--- src/rtl/if_pc_gen.sv ---
// Instruction-fetch PC generator: issues word-aligned fetches under a two-entry credit,
// tracks requests in flight, drops responses killed by a redirect and buffers the rest for ID.
module if_pc_gen #(
    parameter int           N        = 32,
    parameter logic [N-1:0] RESET_PC = 32'h0000_0000
) (
    input  logic         clk,
    input  logic         rst_n,
    output logic         o_imem_req,
    output logic [N-1:0] o_imem_addr,
    input  logic         i_imem_gnt,
    input  logic         i_imem_rvalid,
    input  logic [31:0]  i_imem_rdata,
    output logic [N-1:0] o_bpu_pc,
    input  logic         i_bpu_prediction,
    input  logic [N-1:0] i_bpu_target,
    input  logic         i_redirect,
    input  logic [N-1:0] i_redirect_pc,
    input  logic         i_stall,
    output logic         o_if_valid,
    output logic [31:0]  o_if_instr,
    output logic [N-1:0] o_if_pc,
    output logic         o_if_pred_taken
);

    localparam logic [31:0]  NOP_INSTR  = 32'h0000_0013;
    localparam logic [N-1:0] PC_STEP    = {{(N-3){1'b0}}, 3'b100};
    localparam logic [N-1:0] ALIGN_MASK = {{(N-2){1'b1}}, 2'b00};

    function automatic logic [N-1:0] align_word(input logic [N-1:0] addr);
        return addr & ALIGN_MASK;
    endfunction

    logic [N-1:0] pc_r;
    logic [1:0]   stale_r;

    // In-flight metadata, slot 0 is the oldest outstanding request
    logic [N-1:0] ifl0_pc_r;
    logic         ifl0_pred_r;
    logic [N-1:0] ifl1_pc_r;
    logic         ifl1_pred_r;
    logic [1:0]   ifl_cnt_r;

    // Response buffer, slot 0 is the head presented to ID
    logic [31:0]  buf0_instr_r;
    logic [N-1:0] buf0_pc_r;
    logic         buf0_pred_r;
    logic [31:0]  buf1_instr_r;
    logic [N-1:0] buf1_pc_r;
    logic         buf1_pred_r;
    logic [1:0]   buf_cnt_r;

    logic         credit_ok_s;
    logic         req_s;
    logic         hs_s;
    logic         rsp_take_s;
    logic         if_pop_s;
    logic [2:0]   stale_sum_s;
    logic [2:0]   stale_dec_s;
    logic [N-1:0] pc_next_s;
    logic [1:0]   stale_next_s;

    // Request credit, handshake, response routing and next PC / stale count
    always_comb begin
        credit_ok_s = ({1'b0, ifl_cnt_r} + {1'b0, buf_cnt_r}) < 3'd2;
        req_s       = rst_n & ~i_redirect & credit_ok_s;
        hs_s        = req_s & i_imem_gnt;
        rsp_take_s  = i_imem_rvalid & ~i_redirect & (stale_r == 2'd0) & (ifl_cnt_r != 2'd0);
        if_pop_s    = (buf_cnt_r != 2'd0) & ~i_stall;
        stale_sum_s = {1'b0, stale_r} + {1'b0, ifl_cnt_r};
        stale_dec_s = stale_sum_s - 3'd1;

        if (i_redirect) begin
            pc_next_s = align_word(i_redirect_pc);
        end else if (hs_s) begin
            if (i_bpu_prediction) begin
                pc_next_s = align_word(i_bpu_target);
            end else begin
                pc_next_s = pc_r + PC_STEP;
            end
        end else begin
            pc_next_s = pc_r;
        end

        // A response arriving with the redirect belongs to the oldest killed request.
        // The memory side must keep no more than three killed responses pending.
        if (i_redirect) begin
            if (i_imem_rvalid && (stale_sum_s != 3'd0)) begin
                stale_next_s = stale_dec_s[1:0];
            end else begin
                stale_next_s = stale_sum_s[1:0];
            end
        end else if (i_imem_rvalid && (stale_r != 2'd0)) begin
            stale_next_s = stale_r - 2'd1;
        end else begin
            stale_next_s = stale_r;
        end
    end

    // PC and stale-response counter
    always_ff @(posedge clk) begin
        if (!rst_n) begin
            pc_r    <= align_word(RESET_PC);
            stale_r <= 2'd0;
        end else begin
            pc_r    <= pc_next_s;
            stale_r <= stale_next_s;
        end
    end

    // In-flight metadata FIFO: push on handshake, pop on an accepted response
    always_ff @(posedge clk) begin
        if (!rst_n) begin
            ifl0_pc_r   <= {N{1'b0}};
            ifl0_pred_r <= 1'b0;
            ifl1_pc_r   <= {N{1'b0}};
            ifl1_pred_r <= 1'b0;
            ifl_cnt_r   <= 2'd0;
        end else if (i_redirect) begin
            ifl_cnt_r <= 2'd0;
        end else begin
            case (ifl_cnt_r)
                2'd0: begin
                    if (hs_s) begin
                        ifl0_pc_r   <= pc_r;
                        ifl0_pred_r <= i_bpu_prediction;
                        ifl_cnt_r   <= 2'd1;
                    end
                end
                2'd1: begin
                    if (hs_s && rsp_take_s) begin
                        ifl0_pc_r   <= pc_r;
                        ifl0_pred_r <= i_bpu_prediction;
                    end else if (hs_s) begin
                        ifl1_pc_r   <= pc_r;
                        ifl1_pred_r <= i_bpu_prediction;
                        ifl_cnt_r   <= 2'd2;
                    end else if (rsp_take_s) begin
                        ifl_cnt_r <= 2'd0;
                    end
                end
                2'd2: begin
                    if (rsp_take_s) begin
                        ifl0_pc_r   <= ifl1_pc_r;
                        ifl0_pred_r <= ifl1_pred_r;
                        ifl_cnt_r   <= 2'd1;
                    end
                end
                default: begin
                    ifl_cnt_r <= 2'd0;
                end
            endcase
        end
    end

    // Response buffer: push accepted responses, pop when ID takes the head
    always_ff @(posedge clk) begin
        if (!rst_n) begin
            buf0_instr_r <= NOP_INSTR;
            buf0_pc_r    <= {N{1'b0}};
            buf0_pred_r  <= 1'b0;
            buf1_instr_r <= NOP_INSTR;
            buf1_pc_r    <= {N{1'b0}};
            buf1_pred_r  <= 1'b0;
            buf_cnt_r    <= 2'd0;
        end else if (i_redirect) begin
            buf_cnt_r <= 2'd0;
        end else begin
            case (buf_cnt_r)
                2'd0: begin
                    if (rsp_take_s) begin
                        buf0_instr_r <= i_imem_rdata;
                        buf0_pc_r    <= ifl0_pc_r;
                        buf0_pred_r  <= ifl0_pred_r;
                        buf_cnt_r    <= 2'd1;
                    end
                end
                2'd1: begin
                    if (rsp_take_s && if_pop_s) begin
                        buf0_instr_r <= i_imem_rdata;
                        buf0_pc_r    <= ifl0_pc_r;
                        buf0_pred_r  <= ifl0_pred_r;
                    end else if (rsp_take_s) begin
                        buf1_instr_r <= i_imem_rdata;
                        buf1_pc_r    <= ifl0_pc_r;
                        buf1_pred_r  <= ifl0_pred_r;
                        buf_cnt_r    <= 2'd2;
                    end else if (if_pop_s) begin
                        buf_cnt_r <= 2'd0;
                    end
                end
                2'd2: begin
                    if (if_pop_s) begin
                        buf0_instr_r <= buf1_instr_r;
                        buf0_pc_r    <= buf1_pc_r;
                        buf0_pred_r  <= buf1_pred_r;
                        buf_cnt_r    <= 2'd1;
                    end
                end
                default: begin
                    buf_cnt_r <= 2'd0;
                end
            endcase
        end
    end

    assign o_imem_req      = req_s;
    assign o_imem_addr     = pc_r;
    assign o_bpu_pc        = pc_r;
    assign o_if_valid      = (buf_cnt_r != 2'd0);
    assign o_if_instr      = buf0_instr_r;
    assign o_if_pc         = buf0_pc_r;
    assign o_if_pred_taken = buf0_pred_r;

endmodule

--- config.mk ---
export PLATFORM = sky130hd
export DESIGN_NAME = if_pc_gen
export DESIGN_NICKNAME = d
export VERILOG_FILES = /design/src/rtl/if_pc_gen.sv
export SDC_FILE = /design/constraint.sdc
export NUM_CORES = 1
export LEC_CHECK = 0
export BUFFER_PORTS_ARGS = -buffer_cell sky130_fd_sc_hd__buf_4
export CAP_MARGIN = 20
export CORE_ASPECT_RATIO = 1.5
export CORE_MARGIN = 4
export CORE_UTILIZATION = 30
export DETAILED_ROUTE_END_ITERATION = 10
export SYNTH_ARGS = -nofsm -noshare
export SYNTH_HDL_FRONTEND = slang
export SYNTH_SLANG_ARGS = --single-unit
--- constraint.sdc ---
create_clock -name clk -period 6.58 [get_ports clk]
set_input_delay 0.987 -clock clk [delete_from_list [all_inputs] [get_ports clk]]
set_output_delay 0.987 -clock clk [all_outputs]
set_load 0.02 [all_outputs]
==> flow_summary_export.csv <==
group,metric,value,unit
grt,antenna_found_initial,0,
drt,wl,30000,um
timing,tns,0,ps
synthesis,synth_cells,1267,
setup_path,startpoint,"i_redirect",
final_layout,final_core_util,0.375,
clocking,post_cts_buffers,0,
power_and_ir_drop,ir_drop,142,uV
clocking,cts_buffers,25,
setup_path,rr_startpoint,"ifl_cnt_r[0]$_SDFFE_PP0P_",
status,status,"completed",
synthesis,syn_nets,1376,
die,rows,84,
final_layout,multi_input_area,0.00518,sq mm
synthesis,yosys.area.top_type,"dfxtp_1",
clocking,hold_buffers,0,
timing,slew_violations,0,
clocking,cts_max_path_buffers,3,
die,dieArea,0.0384,sq mm
grt,grt_first_pass_wirelength,47300,um
grt,overflow,0,
timing,finalHoldViolCount,0,
setup_path,critPathLaunchType,"input pin",
timing,fmax,302,MHz
synthesis,synth_seq_cells,234,
synthesis,synth_area,0.0106,sq mm
synthesis,synth-edff-count,0,
drt,dr.pass1.iters,5,
setup_path,critPathKind,"input pin to output port",
setup_path,critPathMaxFanout,52,
final_layout,nets,1503,
drt,drcViolationCount,0,
timing,min_period,3320,ps
die,initial_core_util,0.302,
synthesis,ys_top_cells_by_area,"dfxtp_1 (44%), mux2i_1 (9.3%), nand2_1 (8.3%), a211oi_1 (6.5%), a21oi_1 (5.4%)",
clocking,cts-root-buf,"clkbuf_16",
grt,grt_pass1_vias,8548,
hold_path,hp-start,"ifl1_pc_r[14]$_SDFFE_PN0P_",
setup_path,worstRegToRegCells,8,
final_layout,area_growth,24.1,%
drt,postRouteAntennaNets,0,
hold_path,holdPathStages,2,
clocking,cts_resized,0,
power_and_ir_drop,cellPowerDensity,250,mW/mm^2
final_layout,diodes,0,
synthesis,ys.flop_type,"dfxtp_1",
placement,io_buffers,229,
clocking,cts_max_level,1,
die,die_h,238,um
timing,slew_headroom,0.359,
synthesis,ys_seq_area_frac,0.443,
drt,viasPerCell,4.84,
final_layout,drive_gt1_frac,0.214,
placement,gp_congestion,0.829,
setup_path,cp.required,5590,ps
clocking,cts_tree,"yes",
drt,via_count,9110,
synthesis,synth.distinct_cells,60,
synthesis,avgSynthCellArea,8.35,sq um
final_layout,design_area,0.0131,sq mm
setup_path,reg2reg_slack,3290,ps
power_and_ir_drop,leakage,5.37,nW
timing,setup_violations,0,
timing,fin_crit_sh,0.504,
final_layout,num-fill-cells,3636,
die,io_pins,234,
setup_path,critPathArrivalTime,2330,ps
clocking,clkLatencyLatePin,540,ps
hold_path,hold_path_class,"register to register",
grt,grt_max_degree,84,
synthesis,netlist.area_leader.share,0.443,
setup_path,critPathCaptureType,"output port",
die,die-width,161,um
drt,drt-initial-drc-count,561,
synthesis,yosysWarnings,0,
die,core_region_area,0.0350,sq mm
final_layout,final-seq-area,0.00468,sq mm
clocking,path_clk_slew,60,ps
placement,placed_cell_area,0.0123,sq mm
clocking,cts.sinks,234,
drt,post_drt_wl_per_cell,15.9,um
timing,clock_skew,20.3,ps
power_and_ir_drop,p_total,3.28,mW
synthesis,synth-async-reset-ratio,0,
timing,tightest_slew,962,ps
timing,rsz0062_at_grt,"false",
placement,dp_hpwl,20800,um
grt,track_usage,0.148,
run,maxCapViolations,0,
area by class of cell:
| class | count | area share |
|---|---|---|
| Clock buffer | 34 | 0.0533 |
| Clock inverter | 8 | 0.00772 |
| Inverter | 14 | 0.00439 |
| Multi-Input combinational cell | 880 | 0.395 |
| Sequential cell | 234 | 0.357 |
| Tap cell | 473 | 0.0451 |
| Timing Repair Buffer | 239 | 0.138 |
sequential cells by signal, indices dropped and copies added, names as in the netlist, 2 cells and up:
signal / flops
o_bpu_pc: 32
ifl1_pc_r: 32
ifl0_pc_r: 32
ifl_cnt_r: 2
buf_cnt_r: 2
o_if_instr: 32
stale_r: 2
buf1_pc_r: 32
o_if_pc: 32
buf1_instr_r: 32
power breakdown:
part           leakage [nW]  total (mW)  internal, mW  switching (mW)
clock                 0.384        1.39         0.819           0.573
combinational          3.08       0.372         0.162           0.209
sequential             1.90        1.52          1.46          0.0609
total                  5.37        3.28          2.44           0.843
cells in the final DEF (no fill, tap or decap), drive strengths merged, types with 6 or more instances in the layout:
cell    synthesis  final
xnor2           6      6
and3            6      6
nand2         233    233
a211oi        101    101
a31oi           9      9
nand3          21     21
mux2i          98     98
nand4          13     13
dfxtp         234    234
nor3           17     17
o21ai          37     37
nand2b          8      8
inv            13     15
clkbuf         78     34
nor2          123    123
a21oi         115    115
xor2           12     12
a22oi          12     12
buf            61    239
worst max-delay path: stages:
cell	delay, ps
buf_4	290
nand2b_1	430
nor3_1	390
buf_4	220
per-layer routing:
layer  track usage  vias to the layer above  part of all wire
met3        0.0213                       61             0.052
met2         0.252                      295              0.48
met5             0                        -                 0
li1              -                     4645                 -
met4        0.0592                        0             0.034
met1         0.190                     4109              0.44
through the flow:
stage | worst slack, ps | instances | hold WS (ps)
CTS | 3280 | 1881 | 453
finish | 3260 | 1882 | 451
floorplan | 3830 | 1267 | 433
detailed placement | 2850 | 1839 | 445
global route | 3070 | 1882 | 469
global placement | 2940 | 1839 | 439
kinds of logic after synthesis:
family | synth area share
adder cells (fa/ha/maj) | 0.00852
AND/OR/NAND/NOR | 0.181
AO/OA/AOI/OAI | 0.188
XOR/XNOR | 0.0149
flip-flops | 0.443
multiplexers | 0.0949
buffers and inverters | 0.0705
cell usage after synthesis (4+ instances only):
| library cell | instances |
|---|---|
| a221oi_1 | 4 |
| nand3b_1 | 5 |
| nor2_1 | 123 |
| nor4_1 | 5 |
| nand3_1 | 21 |
| nor3_1 | 17 |
| xnor2_1 | 6 |
| clkbuf_1 | 76 |
| a31oi_1 | 9 |
| a22oi_1 | 12 |
| ha_1 | 4 |
| o21ai_0 | 37 |
| o221ai_1 | 5 |
| inv_1 | 13 |
| a211oi_2 | 10 |
| mux2i_1 | 98 |
| a211oi_1 | 91 |
| dfxtp_1 | 234 |
| buf_2 | 18 |
| nand4_1 | 13 |
| a21oi_1 | 115 |
| buf_1 | 6 |
| xor2_1 | 12 |
| nand2b_1 | 8 |
| nand2_1 | 233 |
| buf_4 | 35 |
| and3_1 | 6 |
worst paths after layout:
check | to
max reg2reg | ifl0_pc_r[30]$_SDFFE_PN0P_
max | o_imem_req
min reg2reg | ifl1_pc_r[14]$_SDFFE_PN0P_
min | ifl1_pc_r[14]$_SDFFE_PN0P_
(Power assumes the default switching activity.)
